==> config.mk <==
export PLATFORM = sky130hd
export DESIGN_NAME = microwave_countdown_timer_flat
export DESIGN_NICKNAME = d
export VERILOG_FILES = /design/src/rtl/microwave_countdown_timer_if.sv /design/src/rtl/microwave_countdown_timer.sv /design/src/flat_wrapper.sv
export SDC_FILE = /design/constraint.sdc
export NUM_CORES = 1
export LEC_CHECK = 0
export ABC_CLOCK_PERIOD_IN_PS = 2200
export BUFFER_PORTS_ARGS = -buffer_cell sky130_fd_sc_hd__buf_2
export CAP_MARGIN = 25
export CORE_MARGIN = 4
export CORE_UTILIZATION = 51
export CTS_BUF_LIST = sky130_fd_sc_hd__clkbuf_8 sky130_fd_sc_hd__clkbuf_16
export DETAILED_ROUTE_END_ITERATION = 8
export PLACE_DENSITY = 0.9
export SYNTH_ARGS = -nofsm -noshare
export SYNTH_HDL_FRONTEND = slang
export SYNTH_SLANG_ARGS = --single-unit
==> constraint.sdc <==
create_clock -name clk -period 2.2 [get_ports clk]
set_input_delay 0.22 -clock clk [delete_from_list [all_inputs] [get_ports clk]]
set_output_delay 0.22 -clock clk [all_outputs]
set_load 0.05 [all_outputs]
==> src/rtl/microwave_countdown_timer_if.sv <==
// microwave_countdown_timer_if
//   Signal bundle between the microwave controller and the countdown timer.
//   master : controller side (drives tick/load/start/pause/clear/door, reads count and status)
//   slave  : timer side (reads the controls, drives count and status)
//   Control : tick_in, load, min_tens_in, min_ones_in, sec_tens_in, sec_ones_in,
//             start, pause, clear, door_closed
//   Status  : min_tens, min_ones, sec_tens, sec_ones, running, magnetron_on,
//             done, load_err, beep
interface microwave_countdown_timer_if;
    logic       tick_in;
    logic       load;
    logic [3:0] min_tens_in;
    logic [3:0] min_ones_in;
    logic [3:0] sec_tens_in;
    logic [3:0] sec_ones_in;
    logic       start;
    logic       pause;
    logic       clear;
    logic       door_closed;

    logic [3:0] min_tens;
    logic [3:0] min_ones;
    logic [3:0] sec_tens;
    logic [3:0] sec_ones;
    logic       running;
    logic       magnetron_on;
    logic       done;
    logic       load_err;
    logic       beep;

    modport master (
        output tick_in, load, min_tens_in, min_ones_in, sec_tens_in, sec_ones_in,
               start, pause, clear, door_closed,
        input  min_tens, min_ones, sec_tens, sec_ones, running, magnetron_on,
               done, load_err, beep
    );

    modport slave (
        input  tick_in, load, min_tens_in, min_ones_in, sec_tens_in, sec_ones_in,
               start, pause, clear, door_closed,
        output min_tens, min_ones, sec_tens, sec_ones, running, magnetron_on,
               done, load_err, beep
    );
endinterface

==> src/rtl/microwave_countdown_timer.sv <==
// microwave_countdown_timer
//   Counts a loaded MM:SS BCD value down to 00:00, one step per rising edge of
//   the divider output tick_in. A four-state FSM (IDLE/RUNNING/PAUSED/DONE)
//   gates counting on start, pause, clear and the door switch.
//   Ports:
//     clk    system clock (same domain as the divider)
//     rst_n  asynchronous active-low reset
//     bus    microwave_countdown_timer_if.slave (controls in, count/status out)
//   Parameter:
//     BEEP_TICKS  time-base ticks the done beep stays high (1..15)
//   Build option:
//     DONE_BEEP_EN  when defined, beep rises with done and lasts BEEP_TICKS
//                   ticks; when undefined, beep is tied low.
module microwave_countdown_timer #(
    parameter int unsigned BEEP_TICKS = 3
) (
    input  logic                          clk,
    input  logic                          rst_n,
    microwave_countdown_timer_if.slave    bus
);

    typedef enum logic [1:0] {IDLE, RUNNING, PAUSED, DONE} state_t;

    if (BEEP_TICKS < 1 || BEEP_TICKS > 15) begin : g_beep_ticks_range
        $error("BEEP_TICKS must be in 1..15");
    end

    state_t      state, state_d;
    logic [15:0] cnt_q, cnt_d;          // {min_tens, min_ones, sec_tens, sec_ones}
    logic        done_q, done_d;
    logic        load_err_q, load_err_d;
    logic        tick_q;
    logic        tick_rise;
    logic [15:0] load_val;
    logic        load_ok;
    logic        cnt_zero;
    logic [15:0] cnt_dec;

    // BCD decrement with borrow through 59-second minutes. Only applied to a
    // non-zero count, so min_tens never underflows.
    function automatic logic [15:0] bcd_dec(input logic [15:0] v);
        logic [3:0] mt, mo, st, so;
        {mt, mo, st, so} = v;
        if (so != 4'd0) begin
            so = so - 4'd1;
        end else begin
            so = 4'd9;
            if (st != 4'd0) begin
                st = st - 4'd1;
            end else begin
                st = 4'd5;
                if (mo != 4'd0) begin
                    mo = mo - 4'd1;
                end else begin
                    mo = 4'd9;
                    mt = mt - 4'd1;
                end
            end
        end
        return {mt, mo, st, so};
    endfunction

    assign tick_rise = bus.tick_in & ~tick_q;
    assign load_val  = {bus.min_tens_in, bus.min_ones_in, bus.sec_tens_in, bus.sec_ones_in};
    assign load_ok   = (bus.min_tens_in <= 4'd9) && (bus.min_ones_in <= 4'd9) &&
                       (bus.sec_tens_in <= 4'd5) && (bus.sec_ones_in <= 4'd9);
    assign cnt_zero  = (cnt_q == '0);
    assign cnt_dec   = bcd_dec(cnt_q);

    always_ff @(posedge clk or negedge rst_n) begin
        if (!rst_n) begin
            state      <= IDLE;
            cnt_q      <= '0;
            done_q     <= 1'b0;
            load_err_q <= 1'b0;
            tick_q     <= 1'b0;
        end else begin
            state      <= state_d;
            cnt_q      <= cnt_d;
            done_q     <= done_d;
            load_err_q <= load_err_d;
            tick_q     <= bus.tick_in;
        end
    end

    // Priority: clear > door open > pause > start > load > tick.
    // start is allowed to be held as a level, so it never masks a tick in RUNNING.
    always_comb begin
        state_d    = state;
        cnt_d      = cnt_q;
        done_d     = 1'b0;
        load_err_d = 1'b0;
        if (bus.clear) begin
            state_d = IDLE;
            cnt_d   = '0;
        end else begin
            case (state)
                IDLE: begin
                    if (!bus.pause) begin
                        if (bus.start) begin
                            if (bus.door_closed && !cnt_zero) begin
                                state_d = RUNNING;
                            end
                        end else if (bus.load) begin
                            if (load_ok) begin
                                cnt_d = load_val;
                            end else begin
                                load_err_d = 1'b1;
                            end
                        end
                    end
                end
                RUNNING: begin
                    if (!bus.door_closed || bus.pause) begin
                        state_d = PAUSED;
                    end else if (tick_rise) begin
                        cnt_d = cnt_dec;
                        if (cnt_dec == '0) begin
                            state_d = DONE;
                            done_d  = 1'b1;
                        end
                    end
                end
                PAUSED: begin
                    if (bus.door_closed && !bus.pause && bus.start) begin
                        state_d = RUNNING;
                    end
                end
                DONE: begin
                    if (!bus.door_closed) begin
                        state_d = IDLE;
                    end else if (!bus.pause) begin
                        if (bus.start) begin
                            state_d = IDLE;
                        end else if (bus.load) begin
                            state_d = IDLE;
                            if (load_ok) begin
                                cnt_d = load_val;
                            end else begin
                                load_err_d = 1'b1;
                            end
                        end
                    end
                end
                default: begin
                    state_d = IDLE;
                end
            endcase
        end
    end

`ifdef DONE_BEEP_EN
    logic [3:0] beep_cnt;
    logic       beep_q;
    logic       beep_cut;

    // Cut the beep on clear, or when a start/load takes the FSM out of DONE.
    assign beep_cut = bus.clear ||
                      ((state == DONE) && bus.door_closed && !bus.pause &&
                       (bus.start || bus.load));

    always_ff @(posedge clk or negedge rst_n) begin
        if (!rst_n) begin
            beep_q   <= 1'b0;
            beep_cnt <= '0;
        end else if (beep_cut) begin
            beep_q   <= 1'b0;
            beep_cnt <= '0;
        end else if (done_d) begin
            beep_q   <= 1'b1;
            beep_cnt <= 4'(BEEP_TICKS);
        end else if (beep_q && tick_rise) begin
            if (beep_cnt == 4'd1) begin
                beep_q <= 1'b0;
            end
            beep_cnt <= beep_cnt - 4'd1;
        end
    end

    assign bus.beep = beep_q;
`else
    assign bus.beep = 1'b0;
`endif

    assign {bus.min_tens, bus.min_ones, bus.sec_tens, bus.sec_ones} = cnt_q;
    assign bus.running      = (state == RUNNING);
    assign bus.magnetron_on = (state == RUNNING);
    assign bus.done         = done_q;
    assign bus.load_err     = load_err_q;

endmodule

==> src/flat_wrapper.sv <==
// flat-port wrapper written by rule: the top's interface ports become plain ports
module microwave_countdown_timer_flat 
#(
    parameter int unsigned BEEP_TICKS = 3
)
  (clk, rst_n, bus_tick_in, bus_load, bus_min_tens_in, bus_min_ones_in, bus_sec_tens_in, bus_sec_ones_in, bus_start, bus_pause, bus_clear, bus_door_closed, bus_min_tens, bus_min_ones, bus_sec_tens, bus_sec_ones, bus_running, bus_magnetron_on, bus_done, bus_load_err, bus_beep);
  microwave_countdown_timer_if bus_i ();
  input  logic clk;
  input  logic rst_n;
  input wire logic [$bits(bus_i.tick_in)-1:0] bus_tick_in;
  input wire logic [$bits(bus_i.load)-1:0] bus_load;
  input wire logic [$bits(bus_i.min_tens_in)-1:0] bus_min_tens_in;
  input wire logic [$bits(bus_i.min_ones_in)-1:0] bus_min_ones_in;
  input wire logic [$bits(bus_i.sec_tens_in)-1:0] bus_sec_tens_in;
  input wire logic [$bits(bus_i.sec_ones_in)-1:0] bus_sec_ones_in;
  input wire logic [$bits(bus_i.start)-1:0] bus_start;
  input wire logic [$bits(bus_i.pause)-1:0] bus_pause;
  input wire logic [$bits(bus_i.clear)-1:0] bus_clear;
  input wire logic [$bits(bus_i.door_closed)-1:0] bus_door_closed;
  output wire logic [$bits(bus_i.min_tens)-1:0] bus_min_tens;
  output wire logic [$bits(bus_i.min_ones)-1:0] bus_min_ones;
  output wire logic [$bits(bus_i.sec_tens)-1:0] bus_sec_tens;
  output wire logic [$bits(bus_i.sec_ones)-1:0] bus_sec_ones;
  output wire logic [$bits(bus_i.running)-1:0] bus_running;
  output wire logic [$bits(bus_i.magnetron_on)-1:0] bus_magnetron_on;
  output wire logic [$bits(bus_i.done)-1:0] bus_done;
  output wire logic [$bits(bus_i.load_err)-1:0] bus_load_err;
  output wire logic [$bits(bus_i.beep)-1:0] bus_beep;
  assign bus_i.tick_in = bus_tick_in;
  assign bus_i.load = bus_load;
  assign bus_i.min_tens_in = bus_min_tens_in;
  assign bus_i.min_ones_in = bus_min_ones_in;
  assign bus_i.sec_tens_in = bus_sec_tens_in;
  assign bus_i.sec_ones_in = bus_sec_ones_in;
  assign bus_i.start = bus_start;
  assign bus_i.pause = bus_pause;
  assign bus_i.clear = bus_clear;
  assign bus_i.door_closed = bus_door_closed;
  assign bus_min_tens = bus_i.min_tens;
  assign bus_min_ones = bus_i.min_ones;
  assign bus_sec_tens = bus_i.sec_tens;
  assign bus_sec_ones = bus_i.sec_ones;
  assign bus_running = bus_i.running;
  assign bus_magnetron_on = bus_i.magnetron_on;
  assign bus_done = bus_i.done;
  assign bus_load_err = bus_i.load_err;
  assign bus_beep = bus_i.beep;
  microwave_countdown_timer #(.BEEP_TICKS(BEEP_TICKS)) u_core (.clk(clk), .rst_n(rst_n), .bus(bus_i));
endmodule
# After elaboration in Yosys (flattened, before gate mapping)
# Cells that the tools add are included.
# word_totals
wordCells	91
input_bits	24
regBits	21
# classes
order_cmp	4
n_eq_ne	14
bitwise_logic	2
n_mux	43
reduce_logical	19
n_addsub	4
# op_table
op	count
$mux W16	8
$pmux W16 S3	1
$mux W4	9
$logic_not A16 Y1	2
$mux W2	12
$reduce_bool A4 Y1	4
$sub A4 B1 Y4 const B	4
$le A4 B4 Y1 const B	3
$ne A3 B3 Y1 const B	4
$mux W1	11
$ne A3 B2 Y1 const B	3
$ne A4 B2 Y1 const B	2
$pmux W2 S4	1
$reduce_and A8 Y1	1
$logic_and A1 B1 Y1	6
$ne A5 B5 Y1 const B	1
$eq A2 B2 Y1 const B	2
$le A4 B3 Y1 const B	1
$ne A4 B4 Y1 const B	1
$reduce_and A4 Y1	1
$logic_not A1 Y1	3
$eq A2 B1 Y1 const B	1
$logic_not A2 Y1	1
$pmux W1 S2	1
3 further kinds	3

# Logic depth before layout (Yosys ltp)
# Gate-level depths: netlist of run 1.
# depth
depth_word	11
ltp_mapped	8
depth_no_buf	7

# Least setup slack after synthesis of run 1
# No wires, ideal clock.
# synth_path
kind	reg2reg
start	reg u_core.cnt_q[0]
end	reg u_core.cnt_q[5]
setup_ps	74
stages_incl_launch_ff	6
t_arrival_ps	2002
setup_slack_ps	124
n_path_buf	1
synth_period_minus_slack_ps	2076
cell_sequence	dfrtp_1 -> buf_6 -> or4_4 -> or4_1 -> a31o_1 -> o21ai_2
# synth_via
elab_chain_cells	6
# synth_rtl
element	line	source
from (decl)	microwave_countdown_timer.sv:29	logic [15:0] cnt_q, cnt_d;
from (signal assigned)	microwave_countdown_timer.sv:79	cnt_q <= cnt_d;
$reduce_bool A4 Y1	microwave_countdown_timer.sv:44	if (so != 4'd0) begin
$mux W4	microwave_countdown_timer.sv:44	
$mux W16	microwave_countdown_timer.sv:116	end else if (tick_rise) begin
$mux W16	microwave_countdown_timer.sv:114	if (!bus.door_closed || bus.pause) begin
$pmux W16 S3	microwave_countdown_timer.sv:97	case (state)
$mux W16	microwave_countdown_timer.sv:93	if (bus.clear) begin
# No other way between the ends. The select of a mux whose other input is x is not followed.
# A chain may end at the register's enable or synchronous reset.

# Final worst setup path of run 1
# layout_path
start	reg u_core.cnt_q[4]
end	reg u_core.state[1]
# layout_via
elab_chain_cells	6
word_cells_on_any_way	15
cone_classes	add/sub (1); eq/ne (2); mux (6); reduce/logical (6)
# layout_rtl
element	line	source
$sub A4 B1 Y4 / $reduce_bool A4 Y1 (equally long branches)	microwave_countdown_timer.sv:49, microwave_countdown_timer.sv:48	
$mux W4	microwave_countdown_timer.sv:48	if (st != 4'd0) begin
$mux W4	microwave_countdown_timer.sv:44	
$logic_not A16 Y1	microwave_countdown_timer.sv:118	if (cnt_dec == '0) begin
$ne A4 B2 Y1 (no line)	-	
$reduce_and A8 Y1 (no line) (*)	-	
to (signal assigned)	microwave_countdown_timer.sv:78	state <= state_d;
to (decl)	microwave_countdown_timer.sv:28	state_t state, state_d;
# Every way passes the cells marked *; elsewhere a longest branch is shown, timed or not.

==> flow_metrics.py, run 1 <==
metrics = {
    "detailed_routing": {
        "drc": 0,
        "drt_iter0_drc": 143,
        "wl_per_cell_um": 16.67,
        "ant_nets": 0,
        "drt-total-wl_mm": 4.201,
        "first_pass_iters": 4,
        "viasPerCell": 6.183,
        "vias": 1558,
    },
    "cts": {
        "root_buffer": "clkbuf_8",
        "post_cts_buffers": 0,
        "cts.sinks": 21,
        "htreeDepth": 1,
        "cts_tree": "built",
        "clk_latency_ps": 260,
        "cts_buffers": 3,
        "clk_pin_slew_worst_paths_ps": 80,
        "clockBufferDepth": 2,
    },
    "timing": {
        "setup_ws_ps": 234.5,
        "min_period_ps": 1966,
        "setup_tns_ps": 0,
        "finalCritPeriodShare_pct": 89.34,
        "setup_viol": 0,
        "fmax_mhz": 508.8,
        "hold_viol_final": 0,
        "tightest_slew_ps": 510.9,
        "drv_slew": 0,
        "clock_skew_ps": 1.315,
        "rsz0062_at_grt": "no",
        "timing.slew.headroom_pct": 65.94,
    },
    "logic_synthesis": {
        "synthTopCellsByCount": "22 x nor2_1, 22 x o21ai_0, 21 x dfrtp_1",
        "avgSynthCellArea_um2": 8.304,
        "ys_warn_count": 0,
        "synth_edf_count": 0,
        "ys_dominant_reg_cell": "dfrtp_1",
        "synth.distinct_cells": 46,
        "synth.largest_area_cell": "dfrtp_1",
        "seq_area_frac_synth_pct": 35.35,
        "ys_ff_latch": 21,
        "synthCells": 179,
        "syn_area_um2": 1486,
        "syn_nets": 209,
        "async_reset_ff_share_pct": 100.0,
        "synth.area.top_cells": "dfrtp_1 35%, o21ai_0 7.4%, a21oi_1 6.4%, nor2_1 5.6%, ha_1 5.1%",
        "yosysTopAreaCellShare_pct": 35.35,
    },
    "global_routing": {
        "overflow": 0,
        "antenna_found_initial": 0,
        "grt_pass1_vias": 1403,
        "grt_max_degree": 22,
        "grt_use_total_pct": 22.70,
        "grt_pass1_wl_mm": 6.520,
    },
    "pwr": {
        "ir_drop_mv": 0.7472,
        "p_leak_nw": 0.8357,
        "finalPower_mw": 2.018,
        "p_per_area_nw_per_um2": 1144,
    },
    "setup_path": {
        "critPathLaunchType": "flop",
        "arrival_ps": 2120,
        "required_ps": 2350,
        "end_kind": "flop",
        "reg2reg_slack_ps": 230,
        "worstPathMaxFanout": 7,
        "path_class": "flop to flop",
    },
    "run_status": {
        "status": "completed",
    },
    "floorplan": {
        "io-pin-count": 45,
        "start_util_pct": 53.44,
        "die_area_um2": 3842,
        "rows": 19,
        "die_w_um": 61.99,
        "coreArea_um2": 2781,
        "die_h_um": 61.99,
    },
    "layout": {
        "nNetsFinal": 252,
        "drive_above_1_share_pct": 26.24,
        "antenna_cells": 0,
        "syn2layout_area_growth_pct": 18.69,
    },
    "place": {
        "pre_cts_slack_ps": 260.2,
        "hpwl_mm": 2.982,
        "place.gp.congestion": 0.9514,
        "port_buffers": 43,
    },
    "run": {
        "drv_cap": 0,
    },
    "hold_path": {
        "hold_class": "primary input to flop",
    },
}
[where the power goes]
group          switching [mW]  internal (mW)  total (mW)
Clock                   0.135          0.126       0.261
Combinational           0.794          0.369        1.16
Sequential              0.123          0.471       0.594
Total                    1.05          0.967        2.02
[flip-flops by register name (all words and copies together), names as in the netlist]
register / count
u_core.cnt_q: 16
u_core.bus.load_err: 1
u_core.tick_q: 1
u_core.state: 2
u_core.bus.done: 1
[metrics by stage]
step	utilization [%]	instances	area [um^2]	hold slack [ps]
5_1_grt	63.43	252	1764	95.26
4_1_cts	63.02	252	1753	94.53
6_report	63.43	252	1764	104.7
3_5_place_dp	61.00	247	1697	204.5
3_3_place_gp	61.00	247	1697	195.3
2_1_floorplan	-	179	1486	-75.59
[kinds of logic (layout without fill, tap and decap cells)]
logic type,count (synthesis),in the layout,share of synthesized area [%]
mux,4,4,2.694
flops,21,21,35.35
other cells,1,1,0.2523
simple gates,64,64,23.23
buf+inv,21,63,8.249
compound gates,62,62,25.17
fa+ha+maj,6,6,5.050
[cells in the final DEF (no fill, tap or decap), types with 2 or more instances in the layout]
cell      count
buf_2        43
o21ai_0      22
nor2_1       22
dfrtp_1      21
a21oi_1      19
inv_1         9
ha_1          6
buf_4         6
nand2_1       5
nor3_1        5
nand2b_1      4
nor4_1        4
o21bai_1      4
mux2i_1       4
nand3_1       3
and3_1        3
o22ai_1       3
clkbuf_8      3
nand4_1       2
nor4_2        2
nor2b_1       2
and4_1        2
or3_1         2
[final timing paths]
| path | startpoint | cells past startpoint | to |
|---|---|---|---|
| min reg2reg | u_core.cnt_q[8] | 2 | u_core.cnt_q[8] |
| max | u_core.cnt_q[4] | 5 | u_core.state[1] |
| max in group asynchronous | rst_n | 2 | u_core.cnt_q[15] |
| min in group asynchronous | rst_n | 2 | u_core.cnt_q[7] |
| min | bus_tick_in | 1 | u_core.tick_q |
| max reg2reg | u_core.cnt_q[4] | 5 | u_core.state[1] |
[repair_timing]
action | CTS | global route
hold endpoints to repair | 21 | 0
endpoints found under the setup margin | 0 | 2
hold buffers | 1 | 0
resized for setup | 0 | 2
[routing by layer]
layer | part of all wire, % | global-route usage (%)
met1 | 42 | 34.15
met2 | 48 | 32.84
met3 | 9.4 | 3.926
met4 | 0.62 | 7.273
met5 | 0 | 0
[layout make-up]
class	count	area, um^2
Sequential cell	21	525.5
Multi-Input combinational cell	137	849.6
Timing Repair Buffer	50	270.3
Inverter	9	33.78
Clock inverter	1	5.005
Fill cell	242	1017
Clock buffer	3	41.29
Tap cell	31	38.79
[critical path, cell delays in order, from the launching register on]
cell      delay (ps)
dfrtp_1          470
nor4_2           460
and3_1           310
and4_1           260
nor2_1            50
a221oi_1         320
No activity file was read; power rests on OpenSTA's default activity.
==> inputs of run 2 (changes only) <==
--- a/config.mk
+++ b/config.mk
@@ -5,14 +5,15 @@
 export SDC_FILE = /design/constraint.sdc
 export NUM_CORES = 1
 export LEC_CHECK = 0
+export ABC_AREA = 1
 export ABC_CLOCK_PERIOD_IN_PS = 2200
 export BUFFER_PORTS_ARGS = -buffer_cell sky130_fd_sc_hd__buf_2
 export CAP_MARGIN = 25
 export CORE_MARGIN = 4
-export CORE_UTILIZATION = 51
+export CORE_UTILIZATION = 52
 export CTS_BUF_LIST = sky130_fd_sc_hd__clkbuf_8 sky130_fd_sc_hd__clkbuf_16
 export DETAILED_ROUTE_END_ITERATION = 8
-export PLACE_DENSITY = 0.9
+export PLACE_DENSITY = 0.91
 export SYNTH_ARGS = -nofsm -noshare
 export SYNTH_HDL_FRONTEND = slang
 export SYNTH_SLANG_ARGS = --single-unit
==> run 2 against run 1 <==
Compared with the run above:
- register-to-register slack about the same
- area after synthesis grew 5.5%
- sequential power grew 16%
- utilization grew 2.7 points
- sequential cell count unchanged
- final cell count increased by 20%
- cell area up 6.0%
- critical path depth is 9 higher
- largest cell class unchanged
- highest routed layer unchanged
==> flow_metrics.py, run 2 <==
metrics = {
    "logic_synthesis": {
        "muxShareOfSynthArea_pct": 0,
        "syn_area_um2": 1568,
        "synth.area.top_cells": "dfrtp_1 34%, nand2_1 12%, inv_1 7.7%, o21ai_0 6.4%, nor2_1 5.3%",
        "syn_nets": 256,
        "ys_warn_count": 0,
        "synthXorXnorAreaFrac_pct": 1.117,
        "synthTopCellsByCount": "50 x nand2_1, 32 x inv_1, 22 x nor2_1",
        "ys_dominant_reg_cell": "dfrtp_1",
        "async_reset_ff_share_pct": 100.0,
        "synth_top_family_by_area": "simple AND/OR/NAND/NOR gates",
        "synthMostInstantiatedCell": "nand2_1",
        "avgSynthCellArea_um2": 6.937,
        "synthAdderAreaFrac_pct": 4.789,
        "synth_edf_count": 0,
        "yosys.area_share.simple_pct": 31.05,
        "yosysTopAreaCellShare_pct": 33.52,
        "synth.largest_area_cell": "dfrtp_1",
        "seq_area_frac_synth_pct": 33.52,
        "synthCells": 226,
        "ys_ff_latch": 21,
        "synth.distinct_cells": 29,
        "synth_compound_area_share_pct": 19.23,
    },
    "layout": {
        "top_regs": "u_core.cnt_q x16, u_core.state x2",
        "final_cell_mix": "50 x nand2_1, 43 x buf_2, 32 x inv_1, 22 x nor2_1, 21 x dfrtp_1",
        "nNetsFinal": 302,
        "drive_above_1_share_pct": 24.72,
        "top_register": "u_core.cnt_q",
        "final_cells": 302,
        "syn2layout_area_growth_pct": 19.31,
        "largest_register_ffs": 16,
        "antenna_cells": 0,
        "fin_util_pct": 66.12,
        "final_common_cell": "nand2_1",
        "finalInstanceArea_um2": 1871,
    },
    "pwr": {
        "p_per_area_nw_per_um2": 1534,
        "p_comb_share_pct": 66.7,
        "clkPwrFrac_pct": 9.3,
        "p_leak_nw": 1.022,
        "p_int_mw": 1.197,
        "swShare_pct": 58.29,
        "finalPower_mw": 2.869,
        "power.share.sequential_pct": 24.0,
        "ir_drop_mv": 0.8903,
        "p_sw_mw": 1.672,
    },
    "place": {
        "hpwl_mm": 3.097,
        "dpl_cell_area_um2": 1814,
        "port_buffers": 43,
        "place.gp.congestion": 0.8774,
        "dp_cells": 297,
    },
    "detailed_routing": {
        "drc": 0,
        "drt_iter0_drc": 64,
        "first_pass_iters": 5,
        "drt-total-wl_mm": 3.904,
        "ant_nets": 0,
        "vias": 1649,
        "viasPerCell": 5.460,
        "wl_per_cell_um": 12.93,
    },
    "setup_path": {
        "arrival_ps": 2130,
        "path_delay_family": "simple AND/OR/NAND/NOR gates",
        "required_ps": 2360,
        "path_common_cell": "nand2_1",
        "end_kind": "flop",
        "cpPeakStageDelay_ps": 410,
        "worstPathMaxFanout": 7,
        "crit_slowest_cell": "dfrtp_1",
        "crit_chain": "nor2_1 -> nand2_1 -> nor2_8 -> nand2_1 -> nand2_1 -> nand2_1 -> nor2_1 -> nand2_1 -> nor2_2 -> nand2_1 -> nand2_2 -> nand2_2 -> nand2_1 -> nand2_1",
        "path_class": "flop to flop",
        "path_buf_inv": 0,
        "critPathLaunchType": "flop",
        "reg2reg_slack_ps": 230,
    },
    "timing": {
        "setup_viol": 0,
        "min_period_ps": 1972,
        "clock_skew_ps": 7.316,
        "drv_slew": 0,
        "setup_tns_ps": 0,
        "fmax_mhz": 507.1,
        "finalCritPeriodShare_pct": 89.63,
        "rsz0062_at_grt": "no",
        "hold_viol_final": 0,
    },
    "floorplan": {
        "start_util_pct": 55.42,
        "io-pin-count": 45,
        "coreArea_um2": 2829,
        "die_w_um": 62.91,
        "rows": 19,
        "die_h_um": 62.91,
        "die_area_um2": 3958,
    },
    "cts": {
        "cts-hold-fix-buffers": 1,
        "htreeDepth": 1,
        "clockBufferDepth": 2,
        "cts_tree": "built",
        "cts.sinks": 21,
        "clk_pin_slew_worst_paths_ps": 80,
        "clk_latency_ps": 270,
        "cts_buffers": 3,
        "post_cts_buffers": 0,
        "root_buffer": "clkbuf_8",
        "cts-resized-gates": 0,
    },
    "global_routing": {
        "grt_max_degree": 22,
        "overflow": 0,
        "grt_pass1_wl_mm": 6.879,
        "grt_pass1_vias": 1577,
        "antenna_found_initial": 0,
        "grt_use_total_pct": 21.07,
    },
    "hold_path": {
        "hold_class": "primary input to flop",
    },
    "run_status": {
        "status": "completed",
    },
    "run": {
        "drv_cap": 0,
    },
}
-- run 2: metal layers --
| layer | track usage (%) | share of wire (%) | wire length (um) |
|---|---|---|---|
| met5 | 0 | 0 | 0 |
| met4 | 5.234 | 1.6 | 62 |
| met3 | 4.496 | 8.5 | 333 |
| met2 | 33.86 | 46 | 1814 |
| met1 | 28.67 | 43 | 1694 |
-- run 2: area by class of cell --
cell class | instances | area, um^2
repair buffers | 48 | 255.2
multi-input cells | 166 | 884.6
inverters | 32 | 120.1
well taps | 31 | 38.79
fillers | 254 | 958.4
clock buffers | 3 | 41.29
flip-flops and latches | 21 | 525.5
clock inverters | 1 | 5.005
-- run 2: cells by family after synthesis --
family / after synthesis
flip-flops: 21
adder cells (fa/ha/maj): 6
buffers and inverters: 39
AO/OA/AOI/OAI: 54
XOR/XNOR: 2
other: 1
AND/OR/NAND/NOR: 103
-- run 2: power groups by stage --
stage	Clock (mW)	Sequential [mW]	Combinational, mW
after detailed placement	0	0.691	1.91
final	0.268	0.688	1.91
after floorplan	0	1.09	1.10
after global routing	0.285	0.708	2.13
after global placement	0	0.687	1.87
after CTS	0.271	0.685	1.91
-- run 2: path summary, 6_finish.rpt --
kind                                  from                to  depth (start not counted)
max                        u_core.cnt_q[5]   u_core.state[0]                         14
max in group asynchronous            rst_n  u_core.cnt_q[13]                          2
max reg2reg                u_core.cnt_q[5]   u_core.state[0]                         14
min                            bus_tick_in     u_core.tick_q                          1
min in group asynchronous            rst_n   u_core.cnt_q[6]                          2
min reg2reg                u_core.state[1]   u_core.state[1]                          2
-- run 2: through the flow --
step | hold WS (ps) | setup WS [ps]
after CTS | 65.16 | 231.3
after detailed placement | 208.8 | 249.3
final | 66.86 | 228.0
after floorplan | -75.59 | 58.97
after global placement | 201.2 | 346.2
after global routing | 61.22 | 57.60
-- run 2: worst reg2reg max path: cells and delay by family (launching register included) --
kind / cells / cell delay, ps
simple gates: 14 / 1460
flops: 1 / 410
